`src/rtl/clock_period_meter.sv`:
```
`default_nettype none
// +------------------------------------------------------------------------+
// | clock_period_meter: measures period/high time of a slow strobe in      |
// | clk_in cycles, with lock and loss-of-signal flags. Rev 1.0             |
// +------------------------------------------------------------------------+
module clock_period_meter #(
  parameter int CNT_W      = 16,
  parameter int TIMEOUT    = 65535,
  parameter int LOCK_COUNT = 4,
  parameter int TOL        = 2
) (
  input  logic             clk_in,
  input  logic             rst,
  input  logic             sig_in,
  output logic [CNT_W-1:0] period,
  output logic [CNT_W-1:0] high_time,
  output logic             period_valid,
  output logic             locked,
  output logic             timeout
);

  typedef enum logic [0:0] {
    IDLE = 1'b0,
    MEAS = 1'b1
  } state_t;

  localparam logic [CNT_W-1:0] TIMEOUT_V  = CNT_W'(TIMEOUT);
  localparam logic [CNT_W-1:0] TIMEOUT_M1 = CNT_W'(TIMEOUT - 1);
  localparam logic [CNT_W:0]   TOL_V      = (CNT_W+1)'(TOL);
  localparam logic [3:0]       LOCK_V     = 4'(LOCK_COUNT);

  state_t           state_q, state_d;
  logic             s1_q, s1_d, s2_q, s2_d, s3_q, s3_d;
  logic [CNT_W-1:0] count_q, count_d;
  logic [CNT_W-1:0] hi_cap_q, hi_cap_d;
  logic [CNT_W-1:0] period_q, period_d;
  logic [CNT_W-1:0] high_time_q, high_time_d;
  logic             period_valid_q, period_valid_d;
  logic             locked_q, locked_d;
  logic             timeout_q, timeout_d;
  logic [3:0]       match_cnt_q, match_cnt_d;
  logic             have_prev_q, have_prev_d;

  logic             rise, fall;
  logic [CNT_W-1:0] count_inc;
  logic [CNT_W:0]   new_ext, prev_ext, abs_diff;
  logic [3:0]       match_next;

  assign rise      = s2_q & ~s3_q;
  assign fall      = ~s2_q & s3_q;
  assign count_inc = count_q + CNT_W'(1);

  // One extra bit so the distance between periods never wraps.
  assign new_ext  = {1'b0, count_inc};
  assign prev_ext = {1'b0, period_q};
  assign abs_diff = (new_ext >= prev_ext) ? (new_ext - prev_ext) : (prev_ext - new_ext);

  assign match_next = (match_cnt_q >= LOCK_V) ? match_cnt_q : (match_cnt_q + 4'd1);

  always_comb begin
    state_d        = state_q;
    s1_d           = sig_in;
    s2_d           = s1_q;
    s3_d           = s2_q;
    hi_cap_d       = hi_cap_q;
    period_d       = period_q;
    high_time_d    = high_time_q;
    period_valid_d = 1'b0;
    locked_d       = locked_q;
    timeout_d      = timeout_q;
    match_cnt_d    = match_cnt_q;
    have_prev_d    = have_prev_q;

    if (rise) begin
      count_d = '0;
    end else if (count_q == TIMEOUT_V) begin
      count_d = count_q;
    end else begin
      count_d = count_inc;
    end

    case (state_q)
      IDLE: begin
        locked_d = 1'b0;
        if (rise) begin
          state_d     = MEAS;
          timeout_d   = 1'b0;
          have_prev_d = 1'b0;
          match_cnt_d = '0;
        end
      end
      MEAS: begin
        if (fall) begin
          hi_cap_d = count_inc;
        end
        // A rise on the last allowed cycle still counts as a valid period.
        if (rise) begin
          period_d       = count_inc;
          high_time_d    = hi_cap_q;
          period_valid_d = 1'b1;
          have_prev_d    = 1'b1;
          if (have_prev_q) begin
            if (abs_diff <= TOL_V) begin
              match_cnt_d = match_next;
              if (match_next == LOCK_V) begin
                locked_d = 1'b1;
              end
            end else begin
              match_cnt_d = '0;
              locked_d    = 1'b0;
            end
          end
        end else if (count_q == TIMEOUT_M1) begin
          timeout_d   = 1'b1;
          locked_d    = 1'b0;
          match_cnt_d = '0;
          have_prev_d = 1'b0;
          state_d     = IDLE;
        end
      end
      default: begin
        state_d = IDLE;
      end
    endcase
  end

  always_ff @(posedge clk_in or posedge rst) begin
    if (rst) begin
      state_q        <= IDLE;
      s1_q           <= 1'b0;
      s2_q           <= 1'b0;
      s3_q           <= 1'b0;
      count_q        <= '0;
      hi_cap_q       <= '0;
      period_q       <= '0;
      high_time_q    <= '0;
      period_valid_q <= 1'b0;
      locked_q       <= 1'b0;
      timeout_q      <= 1'b0;
      match_cnt_q    <= '0;
      have_prev_q    <= 1'b0;
    end else begin
      state_q        <= state_d;
      s1_q           <= s1_d;
      s2_q           <= s2_d;
      s3_q           <= s3_d;
      count_q        <= count_d;
      hi_cap_q       <= hi_cap_d;
      period_q       <= period_d;
      high_time_q    <= high_time_d;
      period_valid_q <= period_valid_d;
      locked_q       <= locked_d;
      timeout_q      <= timeout_d;
      match_cnt_q    <= match_cnt_d;
      have_prev_q    <= have_prev_d;
    end
  end

  assign period       = period_q;
  assign high_time    = high_time_q;
  assign period_valid = period_valid_q;
  assign locked       = locked_q;
  assign timeout      = timeout_q;

endmodule
`default_nettype wire

```
`config.mk`:
```
export PLATFORM = sky130hd
export DESIGN_NAME = clock_period_meter
export DESIGN_NICKNAME = d
export VERILOG_FILES = /design/src/rtl/clock_period_meter.sv
export SDC_FILE = /design/constraint.sdc
export NUM_CORES = 1
export LEC_CHECK = 0
export ABC_AREA = 1
export CAP_MARGIN = 5
export CORE_ASPECT_RATIO = 1.75
export CORE_UTILIZATION = 35
export DETAILED_ROUTE_END_ITERATION = 8
export DONT_BUFFER_PORTS = 1
export GPL_TIMING_DRIVEN = 0
export HOLD_SLACK_MARGIN = 0.12
export PLACE_DENSITY = 0.57
export RECOVER_POWER = 25
export SYNTH_ARGS = -nofsm -noshare
export SYNTH_HDL_FRONTEND = slang
export SYNTH_SLANG_ARGS = --single-unit
```
`constraint.sdc`:
```
create_clock -name clk_in -period 3.58 [get_ports clk_in]
set_clock_uncertainty 0.15 [all_clocks]
set_input_delay 0.179 -clock clk_in [delete_from_list [all_inputs] [get_ports clk_in]]
set_output_delay 0.179 -clock clk_in [all_outputs]
set_load 0.02 [all_outputs]
```
### Word-level counts from Yosys, hierarchy flattened

Cells that the tools add are included.

| storage, ports and cells | value |
|---|---|
| bits of input ports | 3 |
| output and inout port bits | 35 |
| word-level logic and storage cells | 68 |
| register bits | 76 |

| operators by class | value |
|---|---|
| reduce and logical (&&, ||, !) cells | 6 |
| add/sub/neg operators | 4 |
| eq/ne operators | 10 |
| bitwise gates (word level) | 5 |
| magnitude comparators | 3 |
| muxes and demuxes | 27 |

Operators with widths:

| operator | number |
|---|---|
| $sub A16 B16 Y17 | 2 |
| $eq A16 B16 Y1 const B | 2 |
| $mux W16 | 2 |
| $mux W4 | 6 |
| $le A17 B2 Y1 const B | 1 |
| $mux W17 | 1 |
| $add A16 B1 Y16 const B | 1 |
| $ge A16 B16 Y1 | 1 |
| $mux W1 | 13 |
| $reduce_and A3 Y1 | 3 |
| $pmux W1 S2 | 4 |
| $pmux W4 S2 | 1 |
| $ne A2 B2 Y1 const B | 3 |
| $reduce_and A2 Y1 | 3 |
| $add A4 B1 Y4 const B | 1 |
| $eq A4 B3 Y1 const B | 1 |
| $ge A4 B3 Y1 const B | 1 |
| $ne A4 B3 Y1 const B | 1 |
| $ne A3 B1 Y1 const B | 1 |
| $ne A3 B3 Y1 const B | 1 |
| $not A1 Y1 | 3 |
| $and A1 B1 Y1 | 2 |
| $ne A2 B1 Y1 const B | 1 |

### Logic depth before layout (Yosys ltp)

| depth | value |
|---|---|
| depth after elaboration | 8 |
| mapped depth | 30 |
| depth with buffers taken out | 30 |

### Least setup slack after synthesis

Ideal clock, no wire load.

| timing path | value |
|---|---|
| path type | flip-flop to flip-flop |
| from | register count_q[0] |
| to | register locked_q, in the netlist locked |
| required time | 3.313 ns |
| stages on the path, launching flop included | 30 |
| arrival | 3.117 ns |
| period minus slack after synthesis | 3.384 ns |
| setup slack | 0.196 ns |
| buffers on the path | 0 |
| setup time | 0.117 ns |
| path through | dfrtp_1 > ha_1 > nand2_1 > nor2_1 > inv_1 > nor2_1 > inv_1 > nor2_1 > nand2_1 > nor2_1 > xnor2_1 > inv_1 > ha_1 > nand2_1 > inv_1 > nand2_2 > nor2_4 > nand2_1 > nand3_2 > inv_2 > nand2_4 > nand2_1 > nand2_1 > nand2_1 > nor2_1 > nand2_1 > nor2_2 > nand3_1 > nand3_1 > nand2_1 |

| between the ends | value |
|---|---|
| word-level cells in the longest chain between the ends | 8 |
| elaborated cells between the ends (all ways) | 14 |
| classes of those cells | add/sub (3); order compare (2); eq/ne (3); mux (5); reduce/logical (1) |

RTL lines:

| item | RTL line | RTL |
|---|---|---|
| start, declared | 34 | `logic [CNT_W-1:0] count_q, count_d;` |
| start signal, assigned | 147 | `count_q <= count_d;` |
| $add A16 B1 Y16 * | 51 | `assign count_inc = count_q + CNT_W'(1);` |
| via count_inc[14] | 45 | `logic [CNT_W-1:0] count_inc;` |
| $sub A16 B16 Y17 / $ge A16 B16 Y1 (equally long branches) | 56 | `assign abs_diff = (new_ext >= prev_ext) ? (new_ext - prev_ext) : (prev_ext - new_ext);` |
| $mux W17 * | 56 |  |
| $le A17 B2 Y1 * | 103 | `if (abs_diff <= TOL_V) begin` |
| $mux W1 | 103 |  |
| $mux W1 | 102 | `if (have_prev_q) begin` |
| $mux W1 | 97 | `if (rise) begin` |
| $pmux W1 S2 | 82 | `case (state_q)` |
| end signal, assigned | 152 | `locked_q <= locked_d;` |
| end, declared | 39 | `logic locked_q, locked_d;` |

The timed path passes the listed nets; every way through them passes the cells marked *. The select of a mux whose other input is x is not followed.
A chain may end at the register's enable or synchronous reset.

### Final worst setup path

| timing path | value |
|---|---|
| from | register count_q[0] |
| to | register match_cnt_q[2] |

| between the ends | value |
|---|---|
| word-level cells in the longest chain between the ends | 8 |
| elaborated cells between the ends (all ways) | 13 |
| classes of those cells | add/sub (3); order compare (2); eq/ne (2); mux (5); reduce/logical (1) |

RTL lines:

| item | RTL line | RTL |
|---|---|---|
| $add A16 B1 Y16 * | 51 |  |
| via count_inc[14] | 45 |  |
| $sub A16 B16 Y17 / $ge A16 B16 Y1 (equally long branches) | 56 |  |
| $mux W17 * | 56 |  |
| $le A17 B2 Y1 * | 103 |  |
| $mux W4 * | 103 |  |
| $mux W4 * | 102 |  |
| $mux W4 * | 97 |  |
| $pmux W4 S2 * | 82 |  |
| end signal, assigned | 154 | `match_cnt_q <= match_cnt_d;` |
| end, declared | 41 | `logic [3:0] match_cnt_q, match_cnt_d;` |

Marks and branches as above.

==> impl_metrics.tcl <==
set metrics [dict create \
    clk_pin_slew_ns 0.06 \
    setup_violations 5 \
    cp.required_ns 3.70 \
    stdcell_area_um2 6610 \
    hpwl_mm 12.4 \
    ir_worst_vdd_uv 329 \
    antenna_cells 0 \
    power.leakage_nw 3.48 \
    drv_slew 0 \
    final_cell_mix "nand2_1 (288), inv_1 (117), dfrtp_1 (76)" \
    portBuffers 0 \
    core-area_um2 15000 \
    cpPeakStageDelay_ns 0.41 \
    vias 5070 \
    postRouteAntennaNets 0 \
    utilization_pct 44.1 \
    fp.dieH_um 167 \
    drc 0 \
    ys_warn_count 0 \
    critPathMaxFanout 5 \
    io_pins 38 \
    slew-limit-headroom_pct 7.22 \
    placedInstanceArea_um2 5690 \
    cts_tree "yes" \
    wl_mm 15.5 \
    regArea_um2 1900 \
    synth-edff-count 0 \
    final_cells 1047 \
    drt_iter0_markers 179 \
    critical_path_class "register to register" \
    clock_path_buffers 2 \
    async_reset_ff_share_pct 100 \
    syn_inst 819 \
    post-place-ws_ns -0.835 \
    drtPass1Iterations 5 \
    pwr_density_cell_nw_per_um2 764 \
    netlist_top_cells_area "dfrtp_1 (35%), nand2_1 (22%), inv_1 (9.1%), ha_1 (8.1%), o21ai_0 (5.3%)" \
    crit_buf_inv 6 \
    grt_max_degree 59 \
    crit_top_cell "nand2_2" \
    die_area_um2 16000 \
    clkLatencyLatePin_ns 0.33 \
    dieWidth_um 96.2 \
    finalPower_mw 5.05 \
    fin_nets 899 \
    antenna_found_initial 0 \
    cts-root-buf "clkbuf_16" \
    fin_setup_tns_ns -0.432 \
    finalHoldViolCount 0 \
    synth_fp_nets 859 \
    clock_sinks 76 \
    cp_top_family "simple AND/OR/NAND/NOR gates" \
    n_fill_cell 1593 \
    yosysUniqueCellTypes 36 \
    grt.overflow.total 0 \
    gp_congestion 0.970 \
    synth_top_flop_cell "dfrtp_1" \
    violations "negative setup slack" \
    dp_cells 1003 \
    row_count 59 \
    min_period_ns 3.71 \
    start_kind "register" \
    rsz0062_at_grt "yes" \
    via_per_inst 4.84 \
    grt_pass1_wl_mm 24.9 \
    yosys.area.top_type_share_pct 35.0 \
    htree_levels 3 \
    cp.arrival_ns 3.82 \
    maxCapViolCount 0 \
    grt_pass1_vias 5174 \
    initial_utilization_pct 36.2 \
    multi_input_area_um2 3350 \
    syn_area_per_cell_um2 6.63 \
    synth_area_um2 5430 \
    yosysSeqAreaShare_pct 35.0 \
    tightestPinTransition_ns 1.39 \
    wl_per_cell_um 14.8 \
    drive_above_1_share_pct 18.6 \
    cts_buffers 9 \
    grt_usage_pct 20.7 \
    crit_path_end_kind "register" \
    syn_to_final_growth_pct 21.7 \
    hold_path_class "register to register" \
    setup_slack_ns -0.128 \
    status "finished, violations left" \
    synth_top_area_cell "dfrtp_1" \
    final_common_cell "nand2_1" \
    crit_slowest_cell "dfrtp_1" \
    whs_ns 0.207 \
    fmax_ghz 0.270 \
    finalCritPeriodShare_pct 104 \
    ys_seq_elements 76 \
]
-- worst reg2reg max path, delay by kind of cell (launching register included) --
| kind | cells | cell delay, ns |
|---|---|---|
| and+or+nand+nor | 21 | 2.02 |
| adders and majority gates | 2 | 0.52 |
| DFF | 1 | 0.41 |
| buffers and inverters | 6 | 0.40 |
| xor gates and xnor gates | 1 | 0.14 |
-- layer usage --
layer,vias up,wire length (um),global-route usage [%]
li1,2596,-,-
met1,2310,5470,20.5
met2,109,8430,38.0
met3,55,448,2.60
met4,0,1100,14.5
met5,-,0,0
-- synth_stat cells, types with 3 or more instances --
| master | instances |
|---|---|
| a21oi_1 | 20 |
| buf_2 | 3 |
| clkbuf_1 | 10 |
| dfrtp_1 | 76 |
| ha_1 | 35 |
| inv_1 | 132 |
| inv_2 | 8 |
| nand2_1 | 312 |
| nand2_2 | 8 |
| nand3_1 | 40 |
| nand3_2 | 4 |
| nand4_1 | 13 |
| nor2_1 | 57 |
| nor3_1 | 4 |
| o21ai_0 | 57 |
| or2_2 | 6 |
| xnor2_1 | 3 |
| xor2_1 | 8 |
-- state kept, by name, summed over array words and instances, names as in the netlist, 4 cells and up --
register and count:
period 16, hi_cap_q 16, count_q 16, match_cnt_q 4, high_time 16
-- worst paths after layout --
kind / start / endpoint / slack (ns) / depth (start not counted)
worst min register to register: s1_q / s2_q / 0.21 / 0
worst max register to register: count_q[0] / match_cnt_q[2] / -0.13 / 30
max in group asynchronous: rst / period[4] / 1.23 / 3
worst min-delay path: s1_q / s2_q / 0.21 / 0
min in group asynchronous: rst / s1_q / 0.26 / 2
worst max-delay path: count_q[0] / match_cnt_q[2] / -0.13 / 30
-- area by class of cell --
class / instances / area share (%)
multi-input combinational: 589 / 50.7
sequential: 76 / 28.8
inverter: 140 / 7.97
clock buffer: 12 / 3.73
tap: 183 / 3.46
timing repair buffer: 28 / 3.28
clock inverter: 4 / 1.10
buffer: 15 / 0.966
-- what timing repair did --
item,CTS,global route
endpoints found under the setup margin,5,5
gates cloned,1,0
setup buffers,16,9
endpoints found under the hold margin,77,0
hold buffers,2,0
pin swaps,27,29
resized for setup,75,37
-- kinds of logic (layout without fill, tap and decap cells) --
family | after synthesis | count (layout) | share of synthesized area (%)
simple gates | 452 | 453 | 34.8
buf+inv | 155 | 199 | 10.9
compound gates | 87 | 87 | 8.55
flops | 76 | 76 | 35.0
fa+ha+maj | 37 | 37 | 8.80
xor+xnor | 11 | 11 | 1.77
mux | 1 | 1 | 0.207
-- report_power, final --
group | switching, mW | total, mW | internal, mW
combinational | 2.01 | 3.05 | 1.05
sequential | 0.0986 | 1.03 | 0.928
clock | 0.342 | 0.970 | 0.628
Note: power is estimated with default switching activity, not from simulation.
